==> config.mk <==
export PLATFORM = sky130hd
export DESIGN_NAME = reg_id_ex
export DESIGN_NICKNAME = d
export VERILOG_FILES = /design/src/rtl/reg_id_ex.sv
export SDC_FILE = /design/constraint.sdc
export NUM_CORES = 1
export LEC_CHECK = 0
export ABC_AREA = 1
export CORE_UTILIZATION = 39
export CTS_BUF_LIST = sky130_fd_sc_hd__clkbuf_8
export CTS_CLUSTER_DIAMETER = 120
export CTS_CLUSTER_SIZE = 12
export DETAILED_ROUTE_END_ITERATION = 7
export GPL_ROUTABILITY_DRIVEN = 0
export GPL_TIMING_DRIVEN = 1
export PLACE_DENSITY_LB_ADDON = 0.3
export SLEW_MARGIN = 30
export SYNTH_ARGS = -nofsm -noshare
export SYNTH_HDL_FRONTEND = slang
export SYNTH_SLANG_ARGS = --single-unit
==> constraint.sdc <==
create_clock -name clk -period 1.5 [get_ports clk]
set_clock_uncertainty 0.05 [all_clocks]
set_input_delay 0.225 -clock clk [delete_from_list [all_inputs] [get_ports clk]]
set_output_delay 0.225 -clock clk [all_outputs]
set_load 0.1 [all_outputs]
==> src/rtl/reg_id_ex.sv <==
// ID/EX pipeline register: latches the decoded control bundle and operands
// into EX, detects load-use hazards, and keeps a saturating bubble counter.
module reg_id_ex #(
  parameter int WTG_OP_W = 3,
  parameter int ALU_OP_W = 4,
  parameter int DM_OP_W  = 3,
  parameter int REQW_W   = 2,
  parameter int DATAW_W  = 2,
  parameter int DATAY_W  = 2,
  parameter logic [REQW_W-1:0]  MUX_RF_REQW_RT  = REQW_W'(0),
  parameter logic [REQW_W-1:0]  MUX_RF_REQW_RD  = REQW_W'(1),
  parameter logic [REQW_W-1:0]  MUX_RF_REQW_31  = REQW_W'(2),
  parameter logic [DATAW_W-1:0] MUX_RF_DATAW_DM = DATAW_W'(1),
  parameter int CNT_W = 16
) (
  input  logic                clk,
  input  logic                rst,
  input  logic                stall_in,
  input  logic                flush_in,
  input  logic                id_valid,
  input  logic [WTG_OP_W-1:0] id_op_wtg,
  input  logic                id_w_en_regfile,
  input  logic [ALU_OP_W-1:0] id_op_alu,
  input  logic [DM_OP_W-1:0]  id_op_datamem,
  input  logic                id_w_en_datamem,
  input  logic                id_syscall_en,
  input  logic [REQW_W-1:0]   id_mux_regfile_req_w,
  input  logic [DATAW_W-1:0]  id_mux_regfile_data_w,
  input  logic [DATAY_W-1:0]  id_mux_alu_data_y,
  input  logic                id_is_jump,
  input  logic                id_is_branch,
  input  logic [4:0]          id_rs,
  input  logic [4:0]          id_rt,
  input  logic [4:0]          id_rd,
  input  logic                id_uses_rs,
  input  logic                id_uses_rt,
  input  logic [31:0]         id_pc4,
  input  logic [31:0]         id_rf_a,
  input  logic [31:0]         id_rf_b,
  input  logic [15:0]         id_imm16,
  input  logic [4:0]          id_shamt,
  output logic                ex_valid,
  output logic [WTG_OP_W-1:0] ex_op_wtg,
  output logic                ex_w_en_regfile,
  output logic [ALU_OP_W-1:0] ex_op_alu,
  output logic [DM_OP_W-1:0]  ex_op_datamem,
  output logic                ex_w_en_datamem,
  output logic                ex_syscall_en,
  output logic [REQW_W-1:0]   ex_mux_regfile_req_w,
  output logic [DATAW_W-1:0]  ex_mux_regfile_data_w,
  output logic [DATAY_W-1:0]  ex_mux_alu_data_y,
  output logic                ex_is_jump,
  output logic                ex_is_branch,
  output logic [4:0]          ex_rs,
  output logic [4:0]          ex_rt,
  output logic [4:0]          ex_rd,
  output logic [31:0]         ex_pc4,
  output logic [31:0]         ex_rf_a,
  output logic [31:0]         ex_rf_b,
  output logic [15:0]         ex_imm16,
  output logic [4:0]          ex_shamt,
  output logic [4:0]          ex_dst,
  output logic                stall_up,
  output logic [CNT_W-1:0]    bubble_cnt
);

  // Everything held in the EX stage; an all-zero value is a bubble.
  typedef struct packed {
    logic                valid;
    logic [WTG_OP_W-1:0] op_wtg;
    logic                w_en_regfile;
    logic [ALU_OP_W-1:0] op_alu;
    logic [DM_OP_W-1:0]  op_datamem;
    logic                w_en_datamem;
    logic                syscall_en;
    logic [REQW_W-1:0]   mux_regfile_req_w;
    logic [DATAW_W-1:0]  mux_regfile_data_w;
    logic [DATAY_W-1:0]  mux_alu_data_y;
    logic                is_jump;
    logic                is_branch;
    logic [4:0]          rs;
    logic [4:0]          rt;
    logic [4:0]          rd;
    logic [31:0]         pc4;
    logic [31:0]         rf_a;
    logic [31:0]         rf_b;
    logic [15:0]         imm16;
    logic [4:0]          shamt;
    logic [4:0]          dst;
  } stage_t;

  stage_t          stage_q, stage_d;
  stage_t          id_stage;
  logic [CNT_W-1:0] cnt_q, cnt_d;
  logic            hazard;
  logic [4:0]      id_dst;

  // Assemble the ID bundle, resolving the destination register at load time.
  always_comb begin
    id_dst = 5'd0;
    if (id_mux_regfile_req_w == MUX_RF_REQW_RT)      id_dst = id_rt;
    else if (id_mux_regfile_req_w == MUX_RF_REQW_RD) id_dst = id_rd;
    else if (id_mux_regfile_req_w == MUX_RF_REQW_31) id_dst = 5'd31;

    id_stage                    = '0;
    id_stage.valid              = 1'b1;
    id_stage.op_wtg             = id_op_wtg;
    id_stage.w_en_regfile       = id_w_en_regfile;
    id_stage.op_alu             = id_op_alu;
    id_stage.op_datamem         = id_op_datamem;
    id_stage.w_en_datamem       = id_w_en_datamem;
    id_stage.syscall_en         = id_syscall_en;
    id_stage.mux_regfile_req_w  = id_mux_regfile_req_w;
    id_stage.mux_regfile_data_w = id_mux_regfile_data_w;
    id_stage.mux_alu_data_y     = id_mux_alu_data_y;
    id_stage.is_jump            = id_is_jump;
    id_stage.is_branch          = id_is_branch;
    id_stage.rs                 = id_rs;
    id_stage.rt                 = id_rt;
    id_stage.rd                 = id_rd;
    id_stage.pc4                = id_pc4;
    id_stage.rf_a               = id_rf_a;
    id_stage.rf_b               = id_rf_b;
    id_stage.imm16              = id_imm16;
    id_stage.shamt              = id_shamt;
    id_stage.dst                = id_dst;
  end

  // Load-use detection: a load in EX whose result the ID instruction needs now.
  always_comb begin
    hazard = stage_q.valid & id_valid & stage_q.w_en_regfile &
             (stage_q.mux_regfile_data_w == MUX_RF_DATAW_DM) &
             (stage_q.dst != 5'd0) &
             ((id_uses_rs & (id_rs == stage_q.dst)) |
              (id_uses_rt & (id_rt == stage_q.dst)));
    stall_up = ~flush_in & (stall_in | hazard);
  end

  // Next-state selection: flush beats stall, stall beats hazard, hazard beats load.
  always_comb begin
    stage_d = stage_q;
    cnt_d   = cnt_q;
    if (flush_in) begin
      stage_d = '0;
    end else if (stall_in) begin
      stage_d = stage_q;
    end else if (hazard) begin
      stage_d = '0;
      if (cnt_q != {CNT_W{1'b1}}) cnt_d = cnt_q + CNT_W'(1);
    end else if (!id_valid) begin
      stage_d = '0;
    end else begin
      stage_d = id_stage;
    end
  end

  // Stage register and bubble counter, cleared by synchronous reset.
  always_ff @(posedge clk) begin
    if (rst) begin
      stage_q <= '0;
      cnt_q   <= '0;
    end else begin
      stage_q <= stage_d;
      cnt_q   <= cnt_d;
    end
  end

  // Registered outputs come straight from the stage register.
  always_comb begin
    ex_valid              = stage_q.valid;
    ex_op_wtg             = stage_q.op_wtg;
    ex_w_en_regfile       = stage_q.w_en_regfile;
    ex_op_alu             = stage_q.op_alu;
    ex_op_datamem         = stage_q.op_datamem;
    ex_w_en_datamem       = stage_q.w_en_datamem;
    ex_syscall_en         = stage_q.syscall_en;
    ex_mux_regfile_req_w  = stage_q.mux_regfile_req_w;
    ex_mux_regfile_data_w = stage_q.mux_regfile_data_w;
    ex_mux_alu_data_y     = stage_q.mux_alu_data_y;
    ex_is_jump            = stage_q.is_jump;
    ex_is_branch          = stage_q.is_branch;
    ex_rs                 = stage_q.rs;
    ex_rt                 = stage_q.rt;
    ex_rd                 = stage_q.rd;
    ex_pc4                = stage_q.pc4;
    ex_rf_a               = stage_q.rf_a;
    ex_rf_b               = stage_q.rf_b;
    ex_imm16              = stage_q.imm16;
    ex_shamt              = stage_q.shamt;
    ex_dst                = stage_q.dst;
    bubble_cnt            = cnt_q;
  end

endmodule

==> results.ini <==
[outcome]
outcome=complete, but fails checks
violations=DRC, setup timing

[setup_path]
path_buf_inv=2
path_cells=inv_2, nand2_1, nand2_1, nor2_1, nand3_2, nand2_4, nand2_8, a21oi_4, buf_12
crit_path_max_fanout=4
required_ns=1.22
arrival_ns=1.82
max_stage_delay_ns=0.39
cp-end-kind=primary output
cp_slowest_cell=dfxtp_4
cpMostUsedCell=nand2_1
worstSetupPathType=register to primary output
reg2reg_from=ex_dst[1]
critPathTopFamily=simple AND/OR/NAND/NOR gates
rrSetupSlack_ns=-0.54
worstRegToRegCells=13
r2r_end=ex_op_wtg[2]
cp-start-kind=register

[clocking]
cts_num_sinks=175
clk_latency_ns=0.47
clk_pin_slew_ns=0.09
cts_tree=done
numCtsBuffers=17
clockBufferDepth=2
root_buffer=clkbuf_8
postCtsHoldBufs=0
htreeDepth=4

[synth]
async_flop_share_pct=0
ys_seq_area_share_pct=48.0
synth-edff-count=0
yosysWarnings=0
synthFlopType=dfxtp_1
ys_seq_elements=175
ys_top_cells_by_area=dfxtp_1 (48%), nand4_1 (14%), nand2_1 (12%), a21oi_1 (11%), clkbuf_1 (2.8%)
synth_most_common_cell=nand2_1
yosysUniqueCellTypes=22
yosys.area.top_type=dfxtp_1
avgSynthCellArea_um2=7.56
netlist_area_um2=7300
syn_nets=1127
synth_top_area_share_pct=48.0
ys_top_cells_by_count=nand2_1 (240), dfxtp_1 (175), nand4_1 (162)
postSynthCellCount=966

[sta]
hold_viol_final=0
finalSetupViolCount=176
final.setup.tns_ns=-75.41
setup_ws_ns=-0.591
worstMarginPinSlew_ns=0.889
rsz0062_at_grt=yes
finalCritPeriodShare_pct=139
slew_headroom_pct=40.8
fin_crit_ns=2.09
fmax_mhz=478
maxSlewViolCount=0

[pwr]
clock_power_share_pct=32.1
seqPwrFrac_pct=47.0
power.density_nw_per_um2=706
ir_drop_uv=556
power.switching_mw=3.21
internal_power_mw=6.99
power.leakage_nw=5.33
p_sw_share_pct=31.5
total_power_mw=10.2
pwr-share-comb_pct=20.9

[detailed_routing]
vias=8776
firstDrtPassIters=8
ant_nets=0
wl_per_cell_um=19.7
drc=18
avgViaCountPerCell=5.59
drt_iter0_drc=754
wl_um=30900

[die]
die_y_um=139
core_um2=18100
design.die.area_um2=19300
rows=49
boundaryPins=336
initial_core_util_pct=40.2
fp.dieW_um=139

[placed_design]
hpwl_um=17900
port_buffers=335

[layout]
fin_nets=1488
syn_to_final_growth_pct=98.0
drive_gt1_share_pct=31.0

[grt]
track_usage_pct=29.4
overflow=0
grt_max_degree=160
grt_pass1_wl_um=44500
antenna_found_initial=1
grt_pass1_vias=8300

[worst_hold_path]
hold_path.class=primary input to register
whs_endpoint=ex_w_en_regfile
hp-start=stall_in
holdPathStages=4

[job]
maxCapViolCount=0

==> metrics by stage <==
| step | cells | util (%) | hold slack (ns) | cell area, um^2 | setup WS, ns |
|---|---|---|---|---|---|
| floorplan | 966 | - | 0.332 | 7450 | -0.569 |
| global placement | 1497 | 71.4 | 0.436 | 12900 | -0.509 |
| detailed placement | 1497 | 71.4 | 0.435 | 12900 | -0.538 |
| CTS | 1548 | 76.8 | 0.0946 | 13900 | -0.557 |
| global route | 1570 | 79.7 | 0.133 | 14500 | -0.704 |
| finish | 1570 | 79.7 | 0.140 | 14500 | -0.591 |
==> per-layer routing <==
metal | part of all wire, % | vias to the layer above | track usage, % | wire, um
met2 | 50 | 422 | 50.3 | 15400
li1 | - | 4076 | - | -
met5 | 0 | - | 0 | 0
met3 | 8.0 | 93 | 7.98 | 2480
met1 | 38 | 4185 | 33.4 | 11700
met4 | 4.4 | 0 | 15.8 | 1360
==> cell type report <==
class	count	area [um^2]
inverter	40	155
clock buffer	22	303
sequential	175	3580
timing repair buffer	432	6540
clock inverter	10	73.8
antenna	1	2.50
fill	1087	3690
multi-input combinational	661	3520
tap	229	287
==> what timing repair did <==
action                     in CTS  in global routing
gates resized for setup        39                 75
cloned                         14                  8
buffers inserted                5                 16
pin swaps                      13                 30
setup endpoints to repair     174                176
==> worst register-to-register path: cells and delay by family, from the launching register on <==
| kind | cells | cell delay (ns) |
|---|---|---|
| buffers and inverters | 7 | 0.85 |
| and+or+nand+nor | 5 | 0.51 |
| DFF | 1 | 0.38 |
| AOI/OAI and AO/OA | 1 | 0.19 |
==> flip-flops by register name (all words and copies together), names as in the netlist, 2 cells and up <==
signal / cells
ex_pc4: 32
ex_rf_a: 32
ex_rf_b: 32
bubble_cnt: 16
ex_imm16: 16
ex_dst: 5
ex_rd: 5
ex_rs: 5
ex_rt: 5
ex_shamt: 5
ex_op_alu: 4
ex_op_datamem: 3
ex_op_wtg: 3
ex_mux_alu_data_y: 2
ex_mux_regfile_data_w: 2
ex_mux_regfile_req_w: 2
==> cell families (layout without fill, tap and decap cells) <==
group,Yosys count,in the layout,share of synthesized area (%)
buffers and inverters,130,504,8.26
flip-flops,175,175,48.0
adder cells (fa/ha/maj),1,1,0.171
other,0,1,0
AO/OA/AOI/OAI,174,174,11.9
AND/OR/NAND/NOR,486,486,31.7
==> power groups by stage <==
stage,Clock (mW),Sequential (mW),Combinational (mW)
2_1_floorplan,0,5.47,0.460
3_3_place_gp,0,4.89,2.05
3_5_place_dp,0,4.90,2.07
4_1_cts,3.29,4.79,2.08
5_1_grt,3.48,4.80,2.22
6_report,3.27,4.79,2.14
==> layout by cell type (no fill, tap or decap), types with 22 or more instances in the layout <==
cell type and n:
nand4_1 162, nor2_1 44, buf_4 47, a21oi_1 121, nand2_1 231, buf_12 196
clkdlybuf4s50_1 157, a21oi_2 38, dfxtp_1 150, inv_1 32, clkbuf_8 22
==> worst max-delay path by stage <==
stage / start / to / cells past startpoint
6_report: ex_dst[2] / stall_up / 9
5_1_grt: ex_dst[1] / stall_up / 8
4_1_cts: ex_dst[1] / stall_up / 9
3_5_place_dp: id_rs[3] / bubble_cnt[4] / 14
3_3_place_gp: id_rs[3] / stall_up / 10
2_1_floorplan: ex_dst[0] / stall_up / 9
Note: power is estimated with default switching activity, not from simulation.
